`src/rtl/bus_read_arbiter.sv`:
```
// bus_read_arbiter: two-master, single-slave read arbiter with exactly one
// read outstanding at a time.
//   Master 1 is instruction fetch and master 2 is data access. The slave is a
//   memory with separate read-address and read-data handshakes.
//   Simultaneous requests are resolved as follows:
//     - ARB_ROUND_ROBIN_EN defined: the master that was not served last wins.
//     - ARB_ROUND_ROBIN_EN undefined (default): master 2 always wins.
//   Address, owner, busy and s_raddr_valid are registered. The read-data path
//   is a combinational pass-through between the slave and the owning master.
module bus_read_arbiter #(
  parameter int ADDR_W = 16,
  parameter int DATA_W = 32
) (
  input  logic              clk,
  input  logic              rst,
  // master 1 (instruction fetch)
  input  logic              m1_raddr_valid,
  output logic              m1_raddr_ready,
  input  logic [ADDR_W-1:0] m1_raddr,
  output logic              m1_rdata_valid,
  input  logic              m1_rdata_ready,
  output logic [DATA_W-1:0] m1_rdata,
  // master 2 (data access)
  input  logic              m2_raddr_valid,
  output logic              m2_raddr_ready,
  input  logic [ADDR_W-1:0] m2_raddr,
  output logic              m2_rdata_valid,
  input  logic              m2_rdata_ready,
  output logic [DATA_W-1:0] m2_rdata,
  // slave (memory)
  output logic              s_raddr_valid,
  input  logic              s_raddr_ready,
  output logic [ADDR_W-1:0] s_raddr,
  input  logic              s_rdata_valid,
  output logic              s_rdata_ready,
  input  logic [DATA_W-1:0] s_rdata,
  // status
  output logic              busy,
  output logic [1:0]        owner
);

  typedef enum logic [1:0] {
    IDLE = 2'd0,
    ADDR = 2'd1,
    DATA = 2'd2
  } state_t;

  state_t            state_reg;
  logic [1:0]        owner_reg;
  logic [ADDR_W-1:0] addr_reg;
  logic              busy_reg;
  logic              s_raddr_valid_reg;

  // Per-master views, bit 0 = m1, bit 1 = m2.
  logic [1:0]        req_vec;
  logic [1:0]        rdata_ready_vec;
  logic [1:0]        rdata_valid_vec;
  logic [1:0]        owner_ready_vec;
  logic [1:0]        grant_next;
  logic [ADDR_W-1:0] addr_next;
  logic              in_idle;
  logic              in_data;

  assign req_vec         = {m2_raddr_valid, m1_raddr_valid};
  assign rdata_ready_vec = {m2_rdata_ready, m1_rdata_ready};
  assign in_idle         = (state_reg == IDLE);
  assign in_data         = (state_reg == DATA);

`ifdef ARB_ROUND_ROBIN_EN
  // Set when master 2 was the last one served. Reset value makes master 1
  // the first winner of a tie.
  logic last_m2_reg;

  // Round-robin arbitration: on a tie, grant the master not served last.
  always_comb begin
    grant_next = 2'b00;
    if (req_vec == 2'b11) begin
      grant_next = last_m2_reg ? 2'b01 : 2'b10;
    end else begin
      grant_next = req_vec;
    end
  end
`else
  // Fixed-priority arbitration: data access (m2) always beats instruction fetch.
  always_comb begin
    grant_next = 2'b00;
    if (req_vec[1]) begin
      grant_next = 2'b10;
    end else if (req_vec[0]) begin
      grant_next = 2'b01;
    end
  end
`endif

  assign addr_next = grant_next[1] ? m2_raddr : m1_raddr;

  // The address-accept ready is combinational so the winner sees it in the
  // same cycle. It is gated by reset so nothing is accepted while rst is low.
  assign m1_raddr_ready = in_idle & rst & grant_next[0];
  assign m2_raddr_ready = in_idle & rst & grant_next[1];

  // Read-data path: each master's valid is the slave's valid qualified by
  // ownership. The slave's ready follows the owning master only.
  generate
    for (genvar gi = 0; gi < 2; gi++) begin : g_master
      assign rdata_valid_vec[gi] = in_data & owner_reg[gi] & s_rdata_valid;
      assign owner_ready_vec[gi] = owner_reg[gi] & rdata_ready_vec[gi];
    end
  endgenerate

  assign m1_rdata_valid = rdata_valid_vec[0];
  assign m2_rdata_valid = rdata_valid_vec[1];
  assign s_rdata_ready  = in_data & (|owner_ready_vec);

  // Both masters see the slave data; only rdata_valid gives it meaning.
  assign m1_rdata = s_rdata;
  assign m2_rdata = s_rdata;

  assign s_raddr_valid = s_raddr_valid_reg;
  assign s_raddr       = addr_reg;
  assign busy          = busy_reg;
  assign owner         = owner_reg;

  // Transaction FSM: IDLE accepts one request, ADDR presents it to the slave,
  // and DATA returns the response to the owner. All outputs are registered here.
  always_ff @(posedge clk or negedge rst) begin
    if (!rst) begin
      state_reg         <= IDLE;
      owner_reg         <= 2'b00;
      addr_reg          <= '0;
      busy_reg          <= 1'b0;
      s_raddr_valid_reg <= 1'b0;
`ifdef ARB_ROUND_ROBIN_EN
      last_m2_reg       <= 1'b1;
`endif
    end else begin
      case (state_reg)
        IDLE: begin
          if (grant_next != 2'b00) begin
            state_reg         <= ADDR;
            owner_reg         <= grant_next;
            addr_reg          <= addr_next;
            busy_reg          <= 1'b1;
            s_raddr_valid_reg <= 1'b1;
          end
        end
        ADDR: begin
          if (s_raddr_ready) begin
            state_reg         <= DATA;
            s_raddr_valid_reg <= 1'b0;
          end
        end
        DATA: begin
          if (s_rdata_valid && s_rdata_ready) begin
            state_reg   <= IDLE;
            owner_reg   <= 2'b00;
            busy_reg    <= 1'b0;
`ifdef ARB_ROUND_ROBIN_EN
            last_m2_reg <= owner_reg[1];
`endif
          end
        end
        default: begin
          state_reg         <= IDLE;
          owner_reg         <= 2'b00;
          busy_reg          <= 1'b0;
          s_raddr_valid_reg <= 1'b0;
        end
      endcase
    end
  end

endmodule

```
`config.mk`:
```
export PLATFORM = sky130hd
export DESIGN_NAME = bus_read_arbiter
export DESIGN_NICKNAME = d
export VERILOG_FILES = /design/src/rtl/bus_read_arbiter.sv
export SDC_FILE = /design/constraint.sdc
export NUM_CORES = 1
export LEC_CHECK = 0
export ABC_AREA = 1
export ABC_CLOCK_PERIOD_IN_PS = 1920
export CORE_MARGIN = 2
export CORE_UTILIZATION = 32
export DETAILED_ROUTE_END_ITERATION = 7
export PLACE_DENSITY = 0.92
export SKIP_CTS_REPAIR_TIMING = 1
export SYNTH_ARGS = -nofsm -noshare
export SYNTH_HDL_FRONTEND = slang
export SYNTH_SLANG_ARGS = --single-unit
```
`constraint.sdc`:
```
create_clock -name clk -period 1.92 [get_ports clk]
set_input_delay 0.384 -clock clk [delete_from_list [all_inputs] [get_ports clk]]
set_output_delay 0.384 -clock clk [all_outputs]
set_load 0.01 [all_outputs]
```
## Word level (Yosys, flattened, before mapping)

Index checks and enable logic that the tools add are counted.

| storage, ports and cells | value |
|---|---|
| word-level logic and storage cells | 44 |
| bits in registers | 22 |
| output and inout bits | 89 |
| input port bits | 72 |

| cells by class | value |
|---|---|
| multiplexer cells | 14 |
| reductions and logical operators | 8 |
| eq/ne operators | 5 |
| bitwise operators | 12 |

Operators by type and width:

| operator | count |
|---|---|
| $mux W16 | 1 |
| $pmux W2 S3 | 2 |
| $and A1 B1 Y1 | 10 |
| $mux W2 | 5 |
| $reduce_and A3 Y1 | 3 |
| $pmux W1 S3 | 2 |
| $mux W1 | 4 |
| $ne A2 B1 Y1 const B | 2 |
| $eq A2 B1 Y1 const B | 1 |
| $eq A2 B2 Y1 const B | 1 |
| $logic_not A2 Y1 | 1 |
| $ne A2 B2 Y1 const B | 1 |
| $not A1 Y1 | 2 |
| $reduce_and A2 Y1 | 1 |
| $reduce_bool A2 Y1 | 1 |
| $reduce_or A2 Y1 | 1 |
| $logic_and A1 B1 Y1 | 1 |

## Depth between registers and ports, before layout

| depth | value |
|---|---|
| depth after elaboration | 6 |
| depth in mapped cells | 8 |
| gate-level depth less buffers | 7 |

## Worst setup path before layout

Ideal clock, no wire load.

| timing | value |
|---|---|
| kind | input -> output |
| from | in m2_raddr_valid |
| to | out m1_raddr_ready |
| slack | 0.550 ns |
| arrival time | 0.986 ns |
| stages | 5 |
| required time | 1.536 ns |
| path buffers | 2 |
| path through | buf_6 > inv_2 > buf_2 > nand3_1 > nor2_1 |

| on the way | value |
|---|---|
| cells in the longest elaborated chain, start to end | 2 |

RTL lines:

| element | line | text |
|---|---|---|
| start: declaration | 24 | `input logic m2_raddr_valid,` |
| $mux W2 | 87 | `if (req_vec[1]) begin` |
| $and A1 B1 Y1 | 99 | `assign m1_raddr_ready = in_idle & rst & grant_next[0];` |
| end: declaration | 18 | `output logic m1_raddr_ready,` |

No other way between the ends.

## Worst setup path after layout

| timing | value |
|---|---|
| from | reg state_reg[0] |
| to | out m1_raddr_ready |

| on the way | value |
|---|---|
| cells in the longest elaborated chain, start to end | 3 |

RTL lines:

| element | line | text |
|---|---|---|
| start: declaration | 48 | `state_t state_reg;` |
| start signal: assignment | 128 | `state_reg <= IDLE;` |
| start signal: assignment | 140 | `state_reg <= ADDR;` |
| start signal: assignment | 149 | `state_reg <= DATA;` |
| $logic_not A2 Y1 | 66 | `assign in_idle = (state_reg == IDLE);` |
| $and A1 B1 Y1 (2 in a row) | 99 |  |

No other way between the ends.

==> results.sh <==
export IMPL_chipHeight_um=74.7
export IMPL_holdCritPathClass="flop to flop"
export IMPL_critical_path_class="flop to primary output"
export IMPL_start_kind="flop"
export IMPL_fillers=475
export IMPL_timing_setup_tns_ps=0
export IMPL_final_hold_viol_count=0
export IMPL_power_w=0.00250
export IMPL_powerDensity_nw_per_um2=1300
export IMPL_status="complete, no violations"
export IMPL_htreeDepth=1
export IMPL_p_leak_nw=0.945
export IMPL_numCtsBuffers=3
export IMPL_cts_tree="done"
export IMPL_dr_pass1_iters=4
export IMPL_clkSlewWorstSetupHoldPaths_ps=80
export IMPL_rsz0062_at_grt="false"
export IMPL_dpl_cell_area_sq_um=1860
export IMPL_ioPinCount=161
export IMPL_numPortBuffers=64
export IMPL_multi_input_area_sq_um=495
export IMPL_ant_nets=0
export IMPL_cpPeakStageDelay_ps=430
export IMPL_yosysWarnings=0
export IMPL_syn_area_per_cell_sq_um=8.21
export IMPL_setup_viol=0
export IMPL_crit_chain="nor2_4 > nand3_1 > nor2_1 > dlymetal6s2s_1"
export IMPL_netlist_instances=195
export IMPL_grt_pass1_wl_um=5200
export IMPL_met1_usage_pct=13.8
export IMPL_gr_usage_met2_pct=21.4
export IMPL_layout_drive_gt1_share_pct=12.9
export IMPL_num_rows=25
export IMPL_grt_usage_pct=12.3
export IMPL_num_vias=1179
export IMPL_grt_overflow_total=0
export IMPL_diodes=0
export IMPL_worst_ep_required_time_ps=1540
export IMPL_regArea_sq_um=551
export IMPL_synthesis_nets=267
export IMPL_nets=275
export IMPL_slew_headroom_pct=78.6
export IMPL_min_period_over_period_pct=88.0
export IMPL_via_per_inst=4.38
export IMPL_insertion_delay_ps=260
export IMPL_area_growth_pct=20.4
export IMPL_finClkSkew_ps=1.65
export IMPL_clock_sinks=22
export IMPL_detail_route_iter0_violations=28
export IMPL_fin_crit_ps=1690
export IMPL_cp_slowest_cell="dfrtp_1"
export IMPL_fmax_mhz=592
export IMPL_cp_max_fo=4
export IMPL_core_area_sq_um=4790
export IMPL_drt_wl_total_um=3390
export IMPL_synth_seq_cells=22
export IMPL_finalMaxSlewViolations=0
export IMPL_die_w_um=74.7
export IMPL_die_area_sq_um=5580
export IMPL_drc=0
export IMPL_syn_area_sq_um=1600
export IMPL_start_util_pct=33.4
export IMPL_yosysUniqueCellTypes=16
export IMPL_hpwl_um=2590
export IMPL_place_congestion=0.771
export IMPL_worst_setup_path_end_kind="primary output"
export IMPL_clockBufferDepth=2
export IMPL_grt_start_max_net_pins=23
export IMPL_ir_drop_uv=439
export IMPL_stdcell_area_sq_um=1930
export IMPL_yosysSeqAreaShare_pct=34.4
export IMPL_drv_cap=0
export IMPL_met3_usage_pct=2.95
export IMPL_antenna_found_initial=0
export IMPL_top_usage_layer="met2"
export IMPL_tightest_slew_ps=320
export IMPL_wl_per_cell_um=12.6
export IMPL_holdWs_ps=480
export IMPL_largest_reg_flops=16
export IMPL_grt_pass1_vias=1145
export IMPL_worst_ep_arrival_time_ps=1310
export IMPL_cts_root_buf="clkbuf_8"
## worst max-delay path: cells and delay by family (launching register included)
kind | cells | cell delay (ps)
buffers and inverters | 1 | 190
DFF | 1 | 430
and+or+nand+nor | 3 | 420
## kinds of logic after synthesis
kind of cell           count (synthesis)  share of synthesized area (%)
AOI/OAI and AO/OA                     19                           8.44
buffers and inverters                 75                           34.6
and+or+nand+nor                       79                           22.5
DFF                                   22                           34.4
## Yosys cell counts (all sizes together)
| cell | n | area, sq um |
|---|---|---|
| nand3 | 3 | 15.0 |
| dfrtp | 22 | 551 |
| or2 | 16 | 100 |
| nand2 | 52 | 200 |
| buf | 70 | 536 |
| nor2 | 8 | 45.0 |
| inv | 5 | 18.8 |
| o21ai | 2 | 10.0 |
| a21oi | 1 | 5.00 |
| o211ai | 16 | 120 |
## routing by layer
metal  part of all wire (%)  vias up
met2                     49       54
met5                      0        -
met3                    7.5       13
met1                     41      548
li1                       -      564
met4                    2.3        0
## layout by cell type, fill, tap and decap left out, drive strengths merged
| cell type | Yosys | final |
|---|---|---|
| inv | 5 | 5 |
| dfrtp | 22 | 22 |
| nor2 | 8 | 8 |
| buf | 70 | 9 |
| o211ai | 16 | 16 |
| a21oi | 1 | 1 |
| or2 | 16 | 16 |
| clkbuf | 0 | 4 |
| clkdlybuf4s50 | 0 | 58 |
| o21ai | 2 | 2 |
| nand2 | 52 | 52 |
| dlymetal6s2s | 0 | 6 |
| nand3 | 3 | 3 |
## final timing paths
| check | from | to | slack, ps | cells past startpoint |
|---|---|---|---|---|
| setup / recovery | state_reg[0] | m1_raddr_ready | 230 | 4 |
| hold / removal | s_raddr[6] | s_raddr[6] | 480 | 2 |
| setup reg to reg | state_reg[0] | s_raddr[0] | 660 | 6 |
| hold reg to reg | s_raddr[6] | s_raddr[6] | 480 | 2 |
| max in group asynchronous | rst | s_raddr[12] | 1150 | 2 |
| min in group asynchronous | rst | owner[0] | 550 | 2 |
## area by class of cell
cell class | instances | area share, %
Clock buffer | 4 | 2.86
Timing Repair Buffer | 73 | 37.5
Sequential cell | 22 | 28.6
Multi-Input combinational cell | 98 | 25.7
Inverter | 5 | 0.974
Tap cell | 67 | 4.35
## per-stage QoR
stage          worst slack, ps  utilization (%)  instances
6_report                   231             40.3        269
5_1_grt                    165             40.3        269
4_1_cts                   -205             39.9        269
3_5_place_dp              -200             38.8        265
3_3_place_gp              -149             38.8        265
2_1_floorplan              550                -        195
## where the power goes
group          total, W  leakage, nW  internal [W]  switching, W
logic           0.00132        0.648      0.000690      0.000632
clock network  0.000327       0.0288      0.000182      0.000144
registers      0.000848        0.268      0.000701      0.000147
total           0.00250        0.945       0.00157      0.000923
No activity file was read; power rests on OpenSTA's default activity.
